**src/rtl/keccak_pkg.sv**
```systemverilog
// Shared types, constants and elaboration-time helpers for the Keccak
// round-constant generator.
package keccak_pkg;

   localparam logic [7:0] LFSR_POLY = 8'h71;

   typedef enum logic {ST_IDLE, ST_RUN} state_e;

   function automatic bit lane_w_legal(input int w);
      return (w == 8) || (w == 16) || (w == 32) || (w == 64);
   endfunction

   function automatic int lane_log2(input int w);
      case (w)
         8:       return 3;
         16:      return 4;
         32:      return 5;
         64:      return 6;
         default: return 0;
      endcase
   endfunction

   function automatic int nr_max(input int w);
      return 12 + 2 * lane_log2(w);
   endfunction

   function automatic logic [7:0] lfsr_step(input logic [7:0] s);
      return s[7] ? ({s[6:0], 1'b0} ^ LFSR_POLY) : {s[6:0], 1'b0};
   endfunction

   // Only ever evaluated at elaboration to seed reduced-round runs.
   function automatic logic [7:0] lfsr_skip(input logic [7:0] s, input int n);
      logic [7:0] r;
      r = s;
      for (int i = 0; i < n; i++) r = lfsr_step(r);
      return r;
   endfunction

   function automatic logic [63:0] rc_expand(input logic [6:0] o, input int l);
      logic [63:0] r;
      r = '0;
      for (int j = 0; j < 7; j++) begin
         if (j <= l) r[(1 << j) - 1] = o[j];
      end
      return r;
   endfunction

endpackage

```
**src/rtl/keccak_rc_seq_if.sv**
```systemverilog
// Handshake and constant bus between the round controller (master) and the
// round-constant generator (slave).
interface keccak_rc_seq_if #(parameter int LANE_W = 64);

   logic              start;
   logic              advance;
   logic              abort;
   logic              rc_valid;
   logic [LANE_W-1:0] rc;
   logic [4:0]        round_idx;
   logic              last_round;
   logic              busy;
   logic              done;

   modport master (
      output start, advance, abort,
      input  rc_valid, rc, round_idx, last_round, busy, done
   );

   modport slave (
      input  start, advance, abort,
      output rc_valid, rc, round_idx, last_round, busy, done
   );

endinterface

```
**src/rtl/keccak_rc_lfsr7.sv**
```systemverilog
// Seven chained steps of the rc(t) LFSR: the per-round output bits and the
// LFSR state for the following round.
module keccak_rc_lfsr7
   import keccak_pkg::*;
(
   input  logic [7:0] s_i,
   output logic [6:0] o_o,
   output logic [7:0] s7_o
);

   logic [7:0] s;

   always_comb begin
      s   = s_i;
      o_o = '0;
      for (int j = 0; j < 7; j++) begin
         o_o[j] = s[0];
         s      = lfsr_step(s);
      end
      s7_o = s;
   end

endmodule

```
**src/rtl/keccak_rc_seq.sv**
```systemverilog
// Sequential Keccak-p round-constant generator: steps through rounds
// FIRST..NR_MAX-1 under a start/advance handshake and flags the last round.
//
// state   | meaning
// IDLE    | no permutation in progress, rc_valid low, rc/round_idx hold
// RUN     | rc/round_idx valid, waiting for advance
module keccak_rc_seq
   import keccak_pkg::*;
#(
   parameter int LANE_W     = 64,
   parameter int NUM_ROUNDS = nr_max(LANE_W)
) (
   input  logic            clk_i,
   input  logic            rst_i,
   keccak_rc_seq_if.slave  bus
);

   localparam int         L         = lane_log2(LANE_W);
   localparam int         NRM       = nr_max(LANE_W);
   localparam int         FIRST     = NRM - NUM_ROUNDS;
   localparam logic [4:0] FIRST_IDX = 5'(FIRST);
   localparam logic [4:0] LAST_IDX  = 5'(NRM - 1);
   localparam logic [7:0] S_FIRST   = lfsr_skip(8'h01, 7 * FIRST);

   if (!lane_w_legal(LANE_W)) begin : g_bad_lane_w
      $error("keccak_rc_seq: LANE_W must be 8, 16, 32 or 64");
   end
   if (NUM_ROUNDS < 1 || NUM_ROUNDS > NRM) begin : g_bad_rounds
      $error("keccak_rc_seq: NUM_ROUNDS out of range 1..NR_MAX");
   end

   state_e            state_q, state_d;
   logic [4:0]        round_q, round_d;
   logic [7:0]        s_q, s_d;
   logic [LANE_W-1:0] rc_q, rc_d;
   logic              done_q, done_d;

   logic              last_w;
   logic [7:0]        lfsr_in;
   logic [6:0]        o_w;
   logic [7:0]        s7_w;
   logic [LANE_W-1:0] rc_new;

   assign last_w = (state_q == ST_RUN) && (round_q == LAST_IDX);

   // s_q already points at the next round; only a (re)start reloads the seed.
   assign lfsr_in = (state_q == ST_RUN && !last_w) ? s_q : S_FIRST;

   keccak_rc_lfsr7 u_lfsr7 (
      .s_i  (lfsr_in),
      .o_o  (o_w),
      .s7_o (s7_w)
   );

   assign rc_new = LANE_W'(rc_expand(o_w, L));

   always_comb begin
      state_d = state_q;
      round_d = round_q;
      s_d     = s_q;
      rc_d    = rc_q;
      done_d  = 1'b0;
      if (bus.abort) begin
         state_d = ST_IDLE;
      end else begin
         case (state_q)
            ST_IDLE: begin
               if (bus.start) begin
                  state_d = ST_RUN;
                  round_d = FIRST_IDX;
                  rc_d    = rc_new;
                  s_d     = s7_w;
               end
            end
            ST_RUN: begin
               if (bus.advance) begin
                  if (last_w) begin
                     done_d = 1'b1;
                     if (bus.start) begin
                        round_d = FIRST_IDX;
                        rc_d    = rc_new;
                        s_d     = s7_w;
                     end else begin
                        state_d = ST_IDLE;
                     end
                  end else begin
                     round_d = round_q + 5'd1;
                     rc_d    = rc_new;
                     s_d     = s7_w;
                  end
               end
            end
            default: state_d = ST_IDLE;
         endcase
      end
   end

   always_ff @(posedge clk_i) begin
      if (rst_i) begin
         state_q <= ST_IDLE;
         round_q <= '0;
         s_q     <= '0;
         rc_q    <= '0;
         done_q  <= 1'b0;
      end else begin
         state_q <= state_d;
         round_q <= round_d;
         s_q     <= s_d;
         rc_q    <= rc_d;
         done_q  <= done_d;
      end
   end

   assign bus.rc_valid   = (state_q == ST_RUN);
   assign bus.busy       = (state_q == ST_RUN);
   assign bus.rc         = rc_q;
   assign bus.round_idx  = round_q;
   assign bus.last_round = last_w;
   assign bus.done       = done_q;

endmodule
```
**src/flat_wrapper.sv**
```systemverilog
// flat-port wrapper written by rule: the top's interface ports become plain ports
module keccak_rc_seq_flat import keccak_pkg::*;
#(
   parameter int LANE_W     = 64,
   parameter int NUM_ROUNDS = nr_max(LANE_W)
)
  (clk_i, rst_i, bus_start, bus_advance, bus_abort, bus_rc_valid, bus_rc, bus_round_idx, bus_last_round, bus_busy, bus_done);
  keccak_rc_seq_if #(.LANE_W(LANE_W)) bus_i ();
  input  logic clk_i;
  input  logic rst_i;
  input wire logic [$bits(bus_i.start)-1:0] bus_start;
  input wire logic [$bits(bus_i.advance)-1:0] bus_advance;
  input wire logic [$bits(bus_i.abort)-1:0] bus_abort;
  output wire logic [$bits(bus_i.rc_valid)-1:0] bus_rc_valid;
  output wire logic [$bits(bus_i.rc)-1:0] bus_rc;
  output wire logic [$bits(bus_i.round_idx)-1:0] bus_round_idx;
  output wire logic [$bits(bus_i.last_round)-1:0] bus_last_round;
  output wire logic [$bits(bus_i.busy)-1:0] bus_busy;
  output wire logic [$bits(bus_i.done)-1:0] bus_done;
  assign bus_i.start = bus_start;
  assign bus_i.advance = bus_advance;
  assign bus_i.abort = bus_abort;
  assign bus_rc_valid = bus_i.rc_valid;
  assign bus_rc = bus_i.rc;
  assign bus_round_idx = bus_i.round_idx;
  assign bus_last_round = bus_i.last_round;
  assign bus_busy = bus_i.busy;
  assign bus_done = bus_i.done;
  keccak_rc_seq #(.LANE_W(LANE_W), .NUM_ROUNDS(NUM_ROUNDS)) u_core (.clk_i(clk_i), .rst_i(rst_i), .bus(bus_i));
endmodule
```
**config.mk**
```make
export PLATFORM = sky130hd
export DESIGN_NAME = keccak_rc_seq_flat
export DESIGN_NICKNAME = d
export VERILOG_FILES = /design/src/rtl/keccak_pkg.sv /design/src/rtl/keccak_rc_seq_if.sv /design/src/rtl/keccak_rc_lfsr7.sv /design/src/rtl/keccak_rc_seq.sv /design/src/flat_wrapper.sv
export SDC_FILE = /design/constraint.sdc
export NUM_CORES = 1
export LEC_CHECK = 0
export ABC_AREA = 1
export BUFFER_PORTS_ARGS = -buffer_cell sky130_fd_sc_hd__buf_4
export CAP_MARGIN = 0
export CORE_MARGIN = 3
export CORE_UTILIZATION = 48
export DETAILED_ROUTE_END_ITERATION = 8
export MAX_ROUTING_LAYER = met4
export PLACE_DENSITY_LB_ADDON = 0.05
export SLEW_MARGIN = 20
export SYNTH_ARGS = -nofsm -noshare
export SYNTH_HDL_FRONTEND = slang
export SYNTH_HIERARCHICAL = 1
export SYNTH_SLANG_ARGS = --single-unit
```
**constraint.sdc**
```tcl
create_clock -name clk_i -period 2.1 [get_ports clk_i]
set_input_delay 0.21 -clock clk_i [delete_from_list [all_inputs] [get_ports clk_i]]
set_output_delay 0.21 -clock clk_i [all_outputs]
set_load 0.005 [all_outputs]
```
==> results of run 1 <==
[state kept, by name, indices dropped and copies added (netlist names)]
register and flops:
u_core/bus.busy 1, u_core/bus.done 1, u_core/s_q 8, u_core/bus.round_idx 5, u_core/bus.rc 64
[per-stage QoR]
stage	std cells	hold slack, ps	instance area [µm²]	worst slack (ps)
after global routing	597	10.14	4355	-123.5
after CTS	594	16.91	4189	14.73
final	597	29.33	4355	16.99
after detailed placement	574	399.3	3924	-85.29
after floorplan	422	279.1	3227	19.42
after global placement	574	403.6	3924	-78.09
[layer usage]
metal  GRT usage (%)  part of all wire [%]  vias up  routed length (µm)
met5               -                     0        -                   0
met4           5.858                   1.2        0                  85
met3           7.056                   6.3        9                 440
met2           31.10                    50       54                3485
met1           22.44                    42     1228                2961
li1                -                     -     1425                   -
[where the power goes]
| part | switching, mW | internal [mW] | total (mW) |
|---|---|---|---|
| Combinational | 0.196 | 0.120 | 0.316 |
| Sequential | 0.0109 | 1.52 | 1.53 |
| Clock | 0.541 | 0.551 | 1.09 |
| Total | 0.749 | 2.19 | 2.94 |
[final cells by class]
class,instances,area share [%]
inverters,38,3.390
repair buffers,106,19.02
flip-flops and latches,79,36.37
clock buffers,9,2.844
multi-input cells,281,34.53
clock inverters,7,1.637
well taps,77,2.212
[final timing paths]
path | cells after the start | start | slack (ps) | endpoint
min | 2 | rst_i | 30 | u_core/bus.round_idx[1]
max reg2reg | 19 | u_core/bus.round_idx[1] | 20 | u_core/s_q[6]
max | 19 | u_core/bus.round_idx[1] | 20 | u_core/s_q[6]
min reg2reg | 2 | u_core/bus.rc[19] | 440 | u_core/bus.rc[19]
[cells in the final DEF (no fill, tap or decap), types with 7 or more instances in the layout]
| cell type | instances |
|---|---|
| nand2_1 | 108 |
| buf_4 | 102 |
| nor2_1 | 82 |
| dfxtp_1 | 77 |
| inv_1 | 31 |
| nand2_2 | 28 |
| nor2_4 | 25 |
| clkbuf_8 | 9 |
| nand2_4 | 7 |
[cell families after synthesis]
logic type	after synthesis	share of synthesized area (%)
compound gates	8	1.320
flops	79	49.09
fa+ha+maj	1	0.3883
simple gates	266	37.94
buf+inv	62	9.631
xor+xnor	6	1.631
[repair_timing]
action / 4_1_cts / 5_1_grt
hold buffers: 0 / 0
hold endpoints to repair: 0 / 0
pin swaps: 7 / 24
endpoints found under the setup margin: 1 / 7
resized for setup: 13 / 39
buffers inserted: 4 / 3
==> impl_metrics.yaml, run 1 <==
critical_path:
  end_kind: "register"
  crit_buf_inv: 2
  slowest_delay_ps: 340
  worstSetupPathType: "register to register"
  crit_slowest_cell: "dfxtp_2"
  worstPathCellList: "ha_4 -> nand2_2 -> inv_2 -> nand2_4 -> nand2_8 -> nor2_4 -> buf_4 -> nand2_2 -> nand2_2 -> nand2_2 -> nand2_4 -> nand2_2 -> nand2_2 -> nand2_2 -> nand3_1 -> nand2_1 -> nand3b_1 -> nand2_1 -> nor2_1"
  cp.required_ps: 2340
  crit_top_cell: "nand2_2"
  critPathMaxFanout: 8
  cp_top_family: "simple AND/OR/NAND/NOR gates"
  arrival_ps: 2330
  cp-start-kind: "register"
synthesis:
  syn_avg_cell_area_um2: 7.635
  ys.flop_type: "dfxtp_1"
  synth.most_common_cell: "nand2_1"
  ys.warnings.count: 6
  syn-num-nets: 428
  ys_top_cells_by_area: "dfxtp_1, nand2_1, nor2_1, nor2_4, inv_1"
  synth_seq_cells: 79
  ys_types: 23
  yosysTopAreaCell: "dfxtp_1"
  synth_common_cells: "nand2_1, nor2_1, dfxtp_1"
  async_flop_share_pct: 0
  syn_area_um2: 3222
  yosysSeqAreaShare_pct: 49.09
  postSynthCellCount: 422
  synth_top_cell_area_share_pct: 49.09
  synth_edf_count: 0
sta:
  setup_tns_ps: 0
  maxSlewHeadroom_pct: 74.92
  rsz0062_at_grt: "true"
  skew_ps: 12.84
  slew_violations: 0
  hold_violations: 0
  tightest_slew_ps: 375.6
  final.period_utilization_pct: 99.19
  setup_violations: 0
  fin_crit_ps: 2083
  fmax_mhz: 480.1
final_layout:
  regArea_um2: 1584
  drive_above_1_share_pct: 38.85
  num_antenna_cells: 0
  multi_input_area_um2: 1504
  fillerInstances: 574
  final_util_pct: 67.82
  syn_to_final_growth_pct: 35.18
  nets: 521
clock_network:
  cts.sinks: 79
  cts.reportedPaths.clkPinSlew_ps: 80
  cts_tree: "done"
  numCtsBuffers: 9
  clock_latency_ps: 340
  cts_htree_levels: 3
  clk_path_buf_depth: 2
  cts-root-buf: "clkbuf_8"
status:
  status: "complete, no violations"
route:
  routed_wirelength_um: 6972
  avgRoutedWirePerCell_um: 11.68
  drt_iter0_drc: 70
  vias_per_cell: 4.549
  dr_total_vias: 2716
  drcViolationCount: 0
  ant_nets: 0
  dr.pass1.iters: 4
flow_run:
  cap_violations: 0
power:
  ir_worst_vdd_uv: 598.3
  p_total_mw: 2.940
  leakage_nw: 2.027
  power.density_nw_per_um2: 675.1
grt:
  grt_first_pass_wirelength_um: 11400
  antenna_found_initial: 0
  grt_max_degree: 56
  grt_pass1_vias: 2457
  overflow: 0
  gr-usage-all-layers_pct: 19.29
floorplanning:
  num_io_pins: 78
  rows: 29
  initial_core_util_pct: 50.17
  die_h_um: 87.93
  core_um2: 6422
  die_width_um: 87.93
  die_area_um2: 7731
min_path:
  hp-class: "input pin to register"
placement:
  place.gp.congestion: 0.8859
  hpwl_um: 4731
  port_buffers: 77
Note: power is estimated with default switching activity, not from simulation.
==> inputs of run 2 (changes only) <==
--- a/config.mk
+++ b/config.mk
@@ -10,6 +10,7 @@
 export CAP_MARGIN = 0
 export CORE_MARGIN = 3
 export CORE_UTILIZATION = 48
+export CTS_CLUSTER_SIZE = 20
 export DETAILED_ROUTE_END_ITERATION = 8
 export MAX_ROUTING_LAYER = met4
 export PLACE_DENSITY_LB_ADDON = 0.05
==> constraint.sdc (replaced) <==
create_clock -name clk_i -period 2.1 [get_ports clk_i]
set_input_delay 0.63 -clock clk_i [delete_from_list [all_inputs] [get_ports clk_i]]
set_output_delay 0.63 -clock clk_i [all_outputs]
set_load 0.005 [all_outputs]
==> run 2 against run 1 <==
  * Cell area is 0.20% lower
  * Fmax increased by 0.32%
  * Worst setup slack gained 6.7 ps
  * Final cell count decreased by 0.34%
  * Critical path depth rose by 1
  * Sequential share of layout area is 0.073 points higher
  * Flip-flop and latch count did not move
  * Largest power group unchanged
  * Critical path type unchanged
  * Via count is 0.15% higher
  * Register-to-register slack about the same
  * Sequential power hardly changed
  * Non-clock buffer count shrank 2
  * Wire length shrank 0.47%
==> impl_metrics.yaml, run 2 (synthesis results as in run 1) <==
final_layout:
  final_cell_mix: "nand2_1, buf_4, nor2_1"
  layout_commonest_cell: "nand2_1"
  fin_cells: 595
  design_area_um2: 4347
  num_antenna_cells: 0
  drive_above_1_share_pct: 36.87
  nets: 519
  syn_to_final_growth_pct: 34.91
  largest_reg_flops: 64
clock_network:
  numCtsBuffers: 9
  cts-root-buf: "clkbuf_8"
  clk_path_buf_depth: 2
  cts.sinks: 79
  clock_latency_ps: 340
  cts_tree: "done"
  cts_htree_levels: 3
  cts.reportedPaths.clkPinSlew_ps: 80
route:
  top_layer_used: "met4"
  dr_wl_met3_um: 428
  dr.pass1.iters: 4
  wl_met1_um: 3134
  ant_nets: 0
  drt_iter0_drc: 73
  avgRoutedWirePerCell_um: 11.66
  vias_per_cell: 4.571
  dr_total_vias: 2720
  routed_wirelength_um: 6939
  drcViolationCount: 0
  route.met2.wl_um: 3271
floorplanning:
  die_width_um: 87.93
  die_area_um2: 7731
  initial_core_util_pct: 50.17
  die_h_um: 87.93
  num_io_pins: 78
  rows: 29
  core_um2: 6422
sta:
  final.setup.worst_slack_ps: 23.68
  setup_violations: 0
  hold_violations: 0
  fmax_mhz: 481.6
  tightest_slew_ps: 370.9
  hold_ws_ps: 442.4
  maxSlewHeadroom_pct: 75.24
  fin_crit_ps: 2076
  rsz0062_at_grt: "true"
  skew_ps: 5.869
  final.period_utilization_pct: 98.87
  slew_violations: 0
placement:
  pre_cts_slack_ps: -73.50
  dp.cells: 574
  hpwl_um: 4754
  port_buffers: 77
  dpl-instance-area_um2: 3924
  place.gp.congestion: 0.9142
power:
  leakage_nw: 2.020
  seqPwrFrac_pct: 47.8
  power.density_nw_per_um2: 737.0
  swShare_pct: 24.00
  p_total_mw: 3.203
  p_sw_mw: 0.7689
  p_int_mw: 2.434
  power.share.clock_pct: 42.6
  comb_power_share_pct: 9.5
  ir_worst_vdd_uv: 660.4
critical_path:
  critPathMaxFanout: 8
  end_kind: "register"
  cp.required_ps: 2340
  worstSetupPathType: "register to register"
  cp-start-kind: "register"
  arrival_ps: 2320
grt:
  antenna_found_initial: 0
  gr-usage-all-layers_pct: 18.82
  grt_max_degree: 37
  grt_pass1_vias: 2488
  grt_first_pass_wirelength_um: 11180
  overflow: 0
min_path:
  hp-class: "register to register"
status:
  status: "complete, no violations"
flow_run:
  cap_violations: 0
run 2: per-layer routing:
layer / vias to the layer above / global-route usage, %
met2: 76 / 28.90
met4: 0 / 7.671
li1: 1424 / -
met5: - / -
met3: 11 / 5.080
met1: 1209 / 23.39
run 2: area by class of cell:
type | instances | area, µm²
Tap cell | 77 | 96.34
Multi-Input combinational cell | 281 | 1461
Sequential cell | 79 | 1584
Timing Repair Buffer | 104 | 817.0
Clock buffer | 10 | 127.6
Inverter | 38 | 145.1
Fill cell | 543 | 2076
Clock inverter | 6 | 115.1
run 2: stage by stage:
step	TNS, ps	utilization, %
after global placement	0	61.09
after CTS	0	65.60
after floorplan	0	-
final	0	67.68
after detailed placement	-73.50	61.09
after global routing	-235.3	67.68
run 2: critical path: stages (launching register included):
cell	delay [ps]
dfxtp_2	340
ha_4	150
nand2_2	80
inv_2	50
nand2_4	90
nand2_8	100
nor2_4	190
inv_2	70
nand2_1	80
nand2_1	60
nand2_1	70
nand3_1	90
nand2_2	90
inv_1	50
nand2_2	60
nand2_1	50
nand2_1	50
nand2_1	50
nand3b_1	150
nand2_1	70
nor2_1	40
run 2: what timing repair did:
item,CTS,global route
setup endpoints to repair,2,7
pin swaps,3,14
setup buffers,2,3
hold buffers,0,0
gates resized for setup,9,32
run 2: final timing paths:
| kind | endpoint | cells past startpoint | slack [ps] | startpoint |
|---|---|---|---|---|
| worst min-delay path | u_core/bus.rc[44] | 2 | 440 | u_core/bus.rc[44] |
| worst min register to register | u_core/bus.rc[44] | 2 | 440 | u_core/bus.rc[44] |
| worst max register to register | u_core/s_q[6] | 20 | 20 | u_core/bus.round_idx[1] |
| worst max-delay path | u_core/s_q[6] | 20 | 20 | u_core/bus.round_idx[1] |
run 2: power groups by stage:
stage | Combinational [mW] | Clock (mW) | Sequential (mW)
6_report | 0.305 | 1.37 | 1.53
5_1_grt | 0.344 | 1.46 | 1.54
4_1_cts | 0.291 | 1.40 | 1.53
3_5_place_dp | 0.283 | 0 | 1.57
3_3_place_gp | 0.281 | 0 | 1.57
2_1_floorplan | 0.210 | 0 | 1.57
